--- src/rtl/uart_pkg.sv ---
`default_nettype none
// ============================================================================
//  Module      : uart_pkg
//  Description : Shared UART types and helpers. Holds the receiver state
//                encoding and the bit-period calculation shared by uart_tx
//                and uart_rx.
//  Revision    : 1.0 - initial release
// ============================================================================
package uart_pkg;

    typedef enum logic [1:0] {
        IDLE  = 2'd0,
        START = 2'd1,
        DATA  = 2'd2,
        STOP  = 2'd3
    } uart_rx_state_t;

    // Number of clk cycles per bit on the line (integer division).
    function automatic int calc_pulse_width(input int clk_freq, input int baud_rate);
        return clk_freq / baud_rate;
    endfunction

endpackage
`default_nettype wire

--- src/rtl/uart_bit_sync.sv ---
`default_nettype none
// ============================================================================
//  Module      : uart_bit_sync
//  Description : Two-flop synchronizer for an asynchronous single-bit input,
//                plus a history flop for falling-edge detection. All flops
//                reset to 1 so an idle-high line shows no edge after reset.
//  Ports       : clk      - system clock
//                rstn     - asynchronous active-low reset
//                async_in - asynchronous input pin
//                sync_out - synchronized level (2 clk latency)
//                fall     - high for one cycle after sync_out goes 1 -> 0
//  Revision    : 1.0 - initial release
// ============================================================================
module uart_bit_sync (
    input  logic clk,
    input  logic rstn,
    input  logic async_in,
    output logic sync_out,
    output logic fall
);

    logic r_meta;
    logic r_sync;
    logic r_prev;

    always_ff @(posedge clk or negedge rstn) begin
        if (!rstn) begin
            r_meta <= 1'b1;
            r_sync <= 1'b1;
            r_prev <= 1'b1;
        end else begin
            r_meta <= async_in;
            r_sync <= r_meta;
            r_prev <= r_sync;
        end
    end

    assign sync_out = r_sync;
    assign fall     = r_prev & ~r_sync;

endmodule
`default_nettype wire

--- src/rtl/uart_rx.sv ---
`default_nettype none
// ============================================================================
//  Module      : uart_rx
//  Description : UART receiver, LSB first, idle-high line, one stop bit.
//                Each bit is sampled at its centre using a counter clocked by
//                clk. Good bytes go to a single-entry valid/ready output
//                register; framing errors and overruns give one-cycle pulses.
//  Ports       : clk             - system clock
//                rstn            - asynchronous active-low reset
//                rx_sig          - asynchronous serial line, idle high
//                data_to_host    - received byte, stable while valid_to_host
//                valid_to_host   - output register holds an unconsumed byte
//                ready_from_host - host accepts the byte this cycle
//                frame_err       - pulse: stop bit sampled low, byte dropped
//                overrun         - pulse: good byte dropped, register full
//  Revision    : 1.0 - initial release
// ============================================================================
module uart_rx
    import uart_pkg::*;
#(
    parameter int DATA_WIDTH = 8,
    parameter int BAUD_RATE  = 115200,
    parameter int CLK_FREQ   = 100_000_000
) (
    input  logic                  clk,
    input  logic                  rstn,
    input  logic                  rx_sig,
    output logic [DATA_WIDTH-1:0] data_to_host,
    output logic                  valid_to_host,
    input  logic                  ready_from_host,
    output logic                  frame_err,
    output logic                  overrun
);

    localparam int c_PULSE_WIDTH = calc_pulse_width(CLK_FREQ, BAUD_RATE);
    localparam int c_HALF        = c_PULSE_WIDTH / 2;
    localparam int c_CNT_W       = (c_PULSE_WIDTH > 1) ? $clog2(c_PULSE_WIDTH) : 1;
    localparam int c_IDX_W       = (DATA_WIDTH > 1) ? $clog2(DATA_WIDTH) : 1;

    localparam logic [c_CNT_W-1:0] c_HALF_LAST  = c_CNT_W'(c_HALF - 1);
    localparam logic [c_CNT_W-1:0] c_PULSE_LAST = c_CNT_W'(c_PULSE_WIDTH - 1);
    localparam logic [c_IDX_W-1:0] c_IDX_LAST   = c_IDX_W'(DATA_WIDTH - 1);

    logic w_sync;
    logic w_fall;

    uart_bit_sync u_sync (
        .clk      (clk),
        .rstn     (rstn),
        .async_in (rx_sig),
        .sync_out (w_sync),
        .fall     (w_fall)
    );

    uart_rx_state_t        r_state;
    uart_rx_state_t        w_state_nxt;
    logic [c_CNT_W-1:0]    r_cnt;
    logic [c_CNT_W-1:0]    w_cnt_nxt;
    logic [c_IDX_W-1:0]    r_idx;
    logic [c_IDX_W-1:0]    w_idx_nxt;
    logic [DATA_WIDTH-1:0] r_shreg;
    logic [DATA_WIDTH-1:0] w_shreg_nxt;
    logic                  w_stop_sample;
    logic                  w_good;
    logic                  w_bad;
    logic                  w_xfer;

    always_ff @(posedge clk or negedge rstn) begin
        if (!rstn) begin
            r_state <= IDLE;
            r_cnt   <= '0;
            r_idx   <= '0;
            r_shreg <= '0;
        end else begin
            r_state <= w_state_nxt;
            r_cnt   <= w_cnt_nxt;
            r_idx   <= w_idx_nxt;
            r_shreg <= w_shreg_nxt;
        end
    end

    always_comb begin
        w_state_nxt   = r_state;
        w_cnt_nxt     = r_cnt + c_CNT_W'(1);
        w_idx_nxt     = r_idx;
        w_shreg_nxt   = r_shreg;
        w_stop_sample = 1'b0;
        case (r_state)
            IDLE: begin
                // Only an edge starts a frame, so a held-low break never retriggers.
                w_cnt_nxt = '0;
                if (w_fall) begin
                    w_state_nxt = START;
                end
            end
            START: begin
                if (r_cnt == c_HALF_LAST) begin
                    w_cnt_nxt   = '0;
                    w_idx_nxt   = '0;
                    // Line back high at mid-start: a glitch, not a frame.
                    w_state_nxt = w_sync ? IDLE : DATA;
                end
            end
            DATA: begin
                if (r_cnt == c_PULSE_LAST) begin
                    w_cnt_nxt          = '0;
                    w_shreg_nxt[r_idx] = w_sync;
                    if (r_idx == c_IDX_LAST) begin
                        w_state_nxt = STOP;
                    end else begin
                        w_idx_nxt = r_idx + c_IDX_W'(1);
                    end
                end
            end
            STOP: begin
                // Leave at mid-stop-bit so a back-to-back start edge is seen.
                if (r_cnt == c_PULSE_LAST) begin
                    w_cnt_nxt     = '0;
                    w_stop_sample = 1'b1;
                    w_state_nxt   = IDLE;
                end
            end
            default: begin
                w_state_nxt = IDLE;
            end
        endcase
    end

    assign w_good = w_stop_sample & w_sync;
    assign w_bad  = w_stop_sample & ~w_sync;
    assign w_xfer = valid_to_host & ready_from_host;

    // Single-entry output register. A byte being taken this cycle frees the
    // slot, so a new byte completing in the same cycle is loaded, not dropped.
    always_ff @(posedge clk or negedge rstn) begin
        if (!rstn) begin
            data_to_host  <= '0;
            valid_to_host <= 1'b0;
            frame_err     <= 1'b0;
            overrun       <= 1'b0;
        end else begin
            frame_err <= w_bad;
            overrun   <= 1'b0;
            if (w_good) begin
                if (!valid_to_host || w_xfer) begin
                    data_to_host  <= r_shreg;
                    valid_to_host <= 1'b1;
                end else begin
                    overrun <= 1'b1;
                end
            end else if (w_xfer) begin
                valid_to_host <= 1'b0;
            end
        end
    end

endmodule
`default_nettype wire

--- config.mk ---
export PLATFORM = sky130hd
export DESIGN_NAME = uart_rx
export DESIGN_NICKNAME = d
export VERILOG_FILES = /design/src/rtl/uart_pkg.sv /design/src/rtl/uart_bit_sync.sv /design/src/rtl/uart_rx.sv
export SDC_FILE = /design/constraint.sdc
export NUM_CORES = 1
export LEC_CHECK = 0
export ABC_AREA = 1
export BUFFER_PORTS_ARGS = -buffer_cell sky130_fd_sc_hd__buf_4
export CORE_AREA = 10 10 66 68
export DETAILED_ROUTE_END_ITERATION = 10
export DIE_AREA = 0 0 76 78
export PLACE_DENSITY_LB_ADDON = 0.05
export SYNTH_ARGS = -nofsm -noshare
export SYNTH_HDL_FRONTEND = slang
export SYNTH_HIERARCHICAL = 1
export SYNTH_SLANG_ARGS = --single-unit
--- constraint.sdc ---
create_clock -name clk -period 2.5 [get_ports clk]
set_clock_uncertainty 0.05 [all_clocks]
set_input_delay 0.25 -clock clk [delete_from_list [all_inputs] [get_ports clk]]
set_output_delay 0.25 -clock clk [all_outputs]
set_load 0.05 [all_outputs]
==> summary.md <==
| Metric | Value |
|---|---|
| Run status | completed |
| Dpl hpwl | 2510 um |
| Synth cell types | 24 |
| I/O pin cnt | 15 |
| P_int | 866 uW |
| Post-route clock period utilization | 68.7% |
| ANT nets after route | 0 |
| First-pass GRT wire length | 5980 um |
| Synth top area share | 45.9% |
| Starting density of the core | 58.2% |
| WHS | 0.190 ns |
| CTS max path bufs | 2 |
| Share of layout cells above drive strength 1 | 20.6% |
| RSZ-0062 raised after global routing | false |
| # setup viols final | 0 |
| VDD IR max | 0.550 mV |
| Final hold violations | 0 |
| Relative slew margins | 70.6% |
| Max-Cap Viols | 0 |
| Worst Hold Path Cells | 4 |
| CTS tree | yes |
| Die Wd | 76 um |
| Clock Tree Root | clkbuf_4 |
| GP Congestion | 0.832 |
| Core area | 3180 um2 |
| Worst R2R Setup Slack | 0.78 ns |
| # H-tree levels | 2 |
| Setup Total Neg Slack | 0 ns |
| Sequential share of power | 52.0% |
| Initial antenna violation count | 0 |
| Source of the worst register-to-register timing path | r_cnt[0] |
| Hold WC Path Type | in -> reg |
| Final #Nets | 250 |
| Clk_lat worst skew | 0.33 ns |
| Combinational Power Share | 26.7% |
| Crit path launch type | flip-flop |
| Port Buffer Count | 14 |
| CP arrival | 1.90 ns |
| CTS sink cnt | 37 |
| Post-CTS setup buffer count | 0 |
| Diodes inserted | 0 |
| Post-route DRC | 0 |
| Synth Net Count | 228 |
| Endpoint with the worst hold slack | overrun |
| Cell count after synthesis | 220 |
| Die ar. | 5930 um2 |
| Largest net degree at the start of global routing | 38 |
| Die Ht | 78 um |
| CP Class | reg -> reg |
| Clock Power Share | 21.3% |
| Clock transition at the registers of the reported paths | 0.10 ns |
| Syn Std Cell Area | 1850 um2 |
| Synth area leaders | dfrtp_1 46%, nand2_1 11%, inv_1 6.5% |
| Psw | 500 uW |
| CP max FO | 6 |
| Total grt overflow | 0 |
| Sw frac | 36.6% |
| Post-synthesis average cell area | 8.42 um2 |
| Worst-Margin Slew | 0.440 ns |
| Reg2reg path depth | 10 |
| Worst R2R End | r_idx[1] |
| Number of synthesized register bits | 37 |
| Fmax | 582 MHz |
| CP required | 2.68 ns |
| Leak | 0.000994 uW |
| CTS Buf Count | 5 |
| Total power | 1370 uW |
| Hold Crit Start | ready_from_host |
| Worst Setup End Kind | flip-flop |
| Vias per cell | 4.89 |
| Synthesis Warnings | 6 |
| FP Rows | 21 |
| GR Util All Layers | 12.0% |
| Sequential area share after synthesis | 50.2% |
| Hold buffers post-CTS | 2 |
| Avg WL per Cell | 11.4 um |
| Max-slew violation count | 0 |
| Routed via count | 1414 |
| Drt first pass iters | 4 |
| Cell area power density | 659 nW/um2 |
| Syn-to-layout area delta | 12.0% |
| Area leader, netlist | dfrtp_1 |
| WL final | 3300 um |
| DR iter-0 viols | 84 |
| Vias in the first global route | 1397 |
| Minimum clock period | 1.72 ns |
| Post-CTS Resized | 0 |
logic make-up after synthesis:
group,count (synthesis),share of synthesized area (%)
and+or+nand+nor,115,29.5
DFF,37,50.2
buffers and inverters,38,8.11
xor gates and xnor gates,4,1.89
AOI/OAI and AO/OA,22,7.57
adders and majority gates,4,2.70
through the flow:
step	cells	worst slack (ns)	utilization, %	cell area (um2)
floorplan	220	0.947	-	1850
global route	289	0.623	65.2	2070
CTS	289	0.759	65.2	2070
detailed placement	279	0.788	63.0	2000
global placement	279	0.881	63.0	2000
finish	289	0.782	65.2	2070
power groups by stage:
stage               sequential [uW]  combinational, uW  clock [uW]
finish                          711                364         291
global route                    719                424         336
CTS                             711                364         308
detailed placement              722                357           0
global placement                716                346           0
floorplan                       709                275           0
layout by cell type, fill, tap and decap left out, drive strengths merged:
master,Yosys,layout
nor2,34,34
ha,4,4
o21ai,21,21
xor2,3,3
inv,37,37
dfrtp,34,34
nand3,10,10
nand2,59,59
nor3,3,3
clkinv,0,2
nand3b,1,1
dlygate4sd3,0,2
nand4,7,7
or2,1,1
buf,1,14
dfstp,3,3
xnor2,1,1
clkbuf,0,6
a21oi,1,1
metal layers:
metal	track usage, %	wire length (um)	vias to the layer above
met3	4.15	144	7
li1	-	-	727
met2	20.7	1600	23
met1	12.8	1480	657
met4	6.25	72	0
met5	0	0	-
synthesized netlist by cell type:
library cell and n:
a21oi_1 1, buf_6 1, or2_1 1, inv_1 32, nor2_4 4, nand4_1 7
dfrtp_1 34, nand3_4 2, nor2_1 29, nand3_2 1, nand2_1 54, nand3_1 7
xor2_1 3, nor2_2 1, ha_1 4, dfstp_2 3, nor3_1 3, nand2_2 5
inv_2 5, o21ai_2 8, nand3b_1 1, o21ai_0 9, o21ai_1 4, xnor2_1 1
sequential cells by signal, summed over array words and instances, names as in the netlist, named ones only:
| register | flops |
|---|---|
| u_sync/r_meta | 1 |
| data_to_host | 8 |
| u_sync/r_prev | 1 |
| u_sync/sync_out | 1 |
| valid_to_host | 1 |
| frame_err | 1 |
| r_shreg | 8 |
| r_state | 1 |
| r_cnt | 10 |
| r_idx | 3 |
| overrun | 1 |
final cells by class:
class / instances / area [um2]
clock buffers: 6 / 41.3
clock inverters: 2 / 10.0
fillers: 276 / 1100
inverters: 37 / 139
multi-input cells: 145 / 772
flip-flops and latches: 37 / 930
well taps: 46 / 57.6
repair buffers: 16 / 125
worst max-delay path, cell delays in order, from the launching register on:
cell and delay [ns]:
dfrtp_1 0.43, ha_1 0.28, nand2_2 0.09, nor2_4 0.10, nand3_4 0.12, nand2_1 0.08
nand2_1 0.07, inv_1 0.07, nand2_1 0.16, nand2_1 0.10, o21ai_1 0.06
how the worst max path moves through the flow:
stage,startpoint,to,slack (ns),depth (start not counted)
floorplan,r_cnt[0],data_to_host[5],0.95,9
global placement,r_cnt[0],r_idx[0],0.88,10
detailed placement,r_cnt[0],data_to_host[3],0.79,8
CTS,r_cnt[0],data_to_host[3],0.76,8
global route,r_cnt[0],data_to_host[0],0.62,8
finish,r_cnt[0],r_idx[1],0.78,10
(Power assumes the default switching activity.)
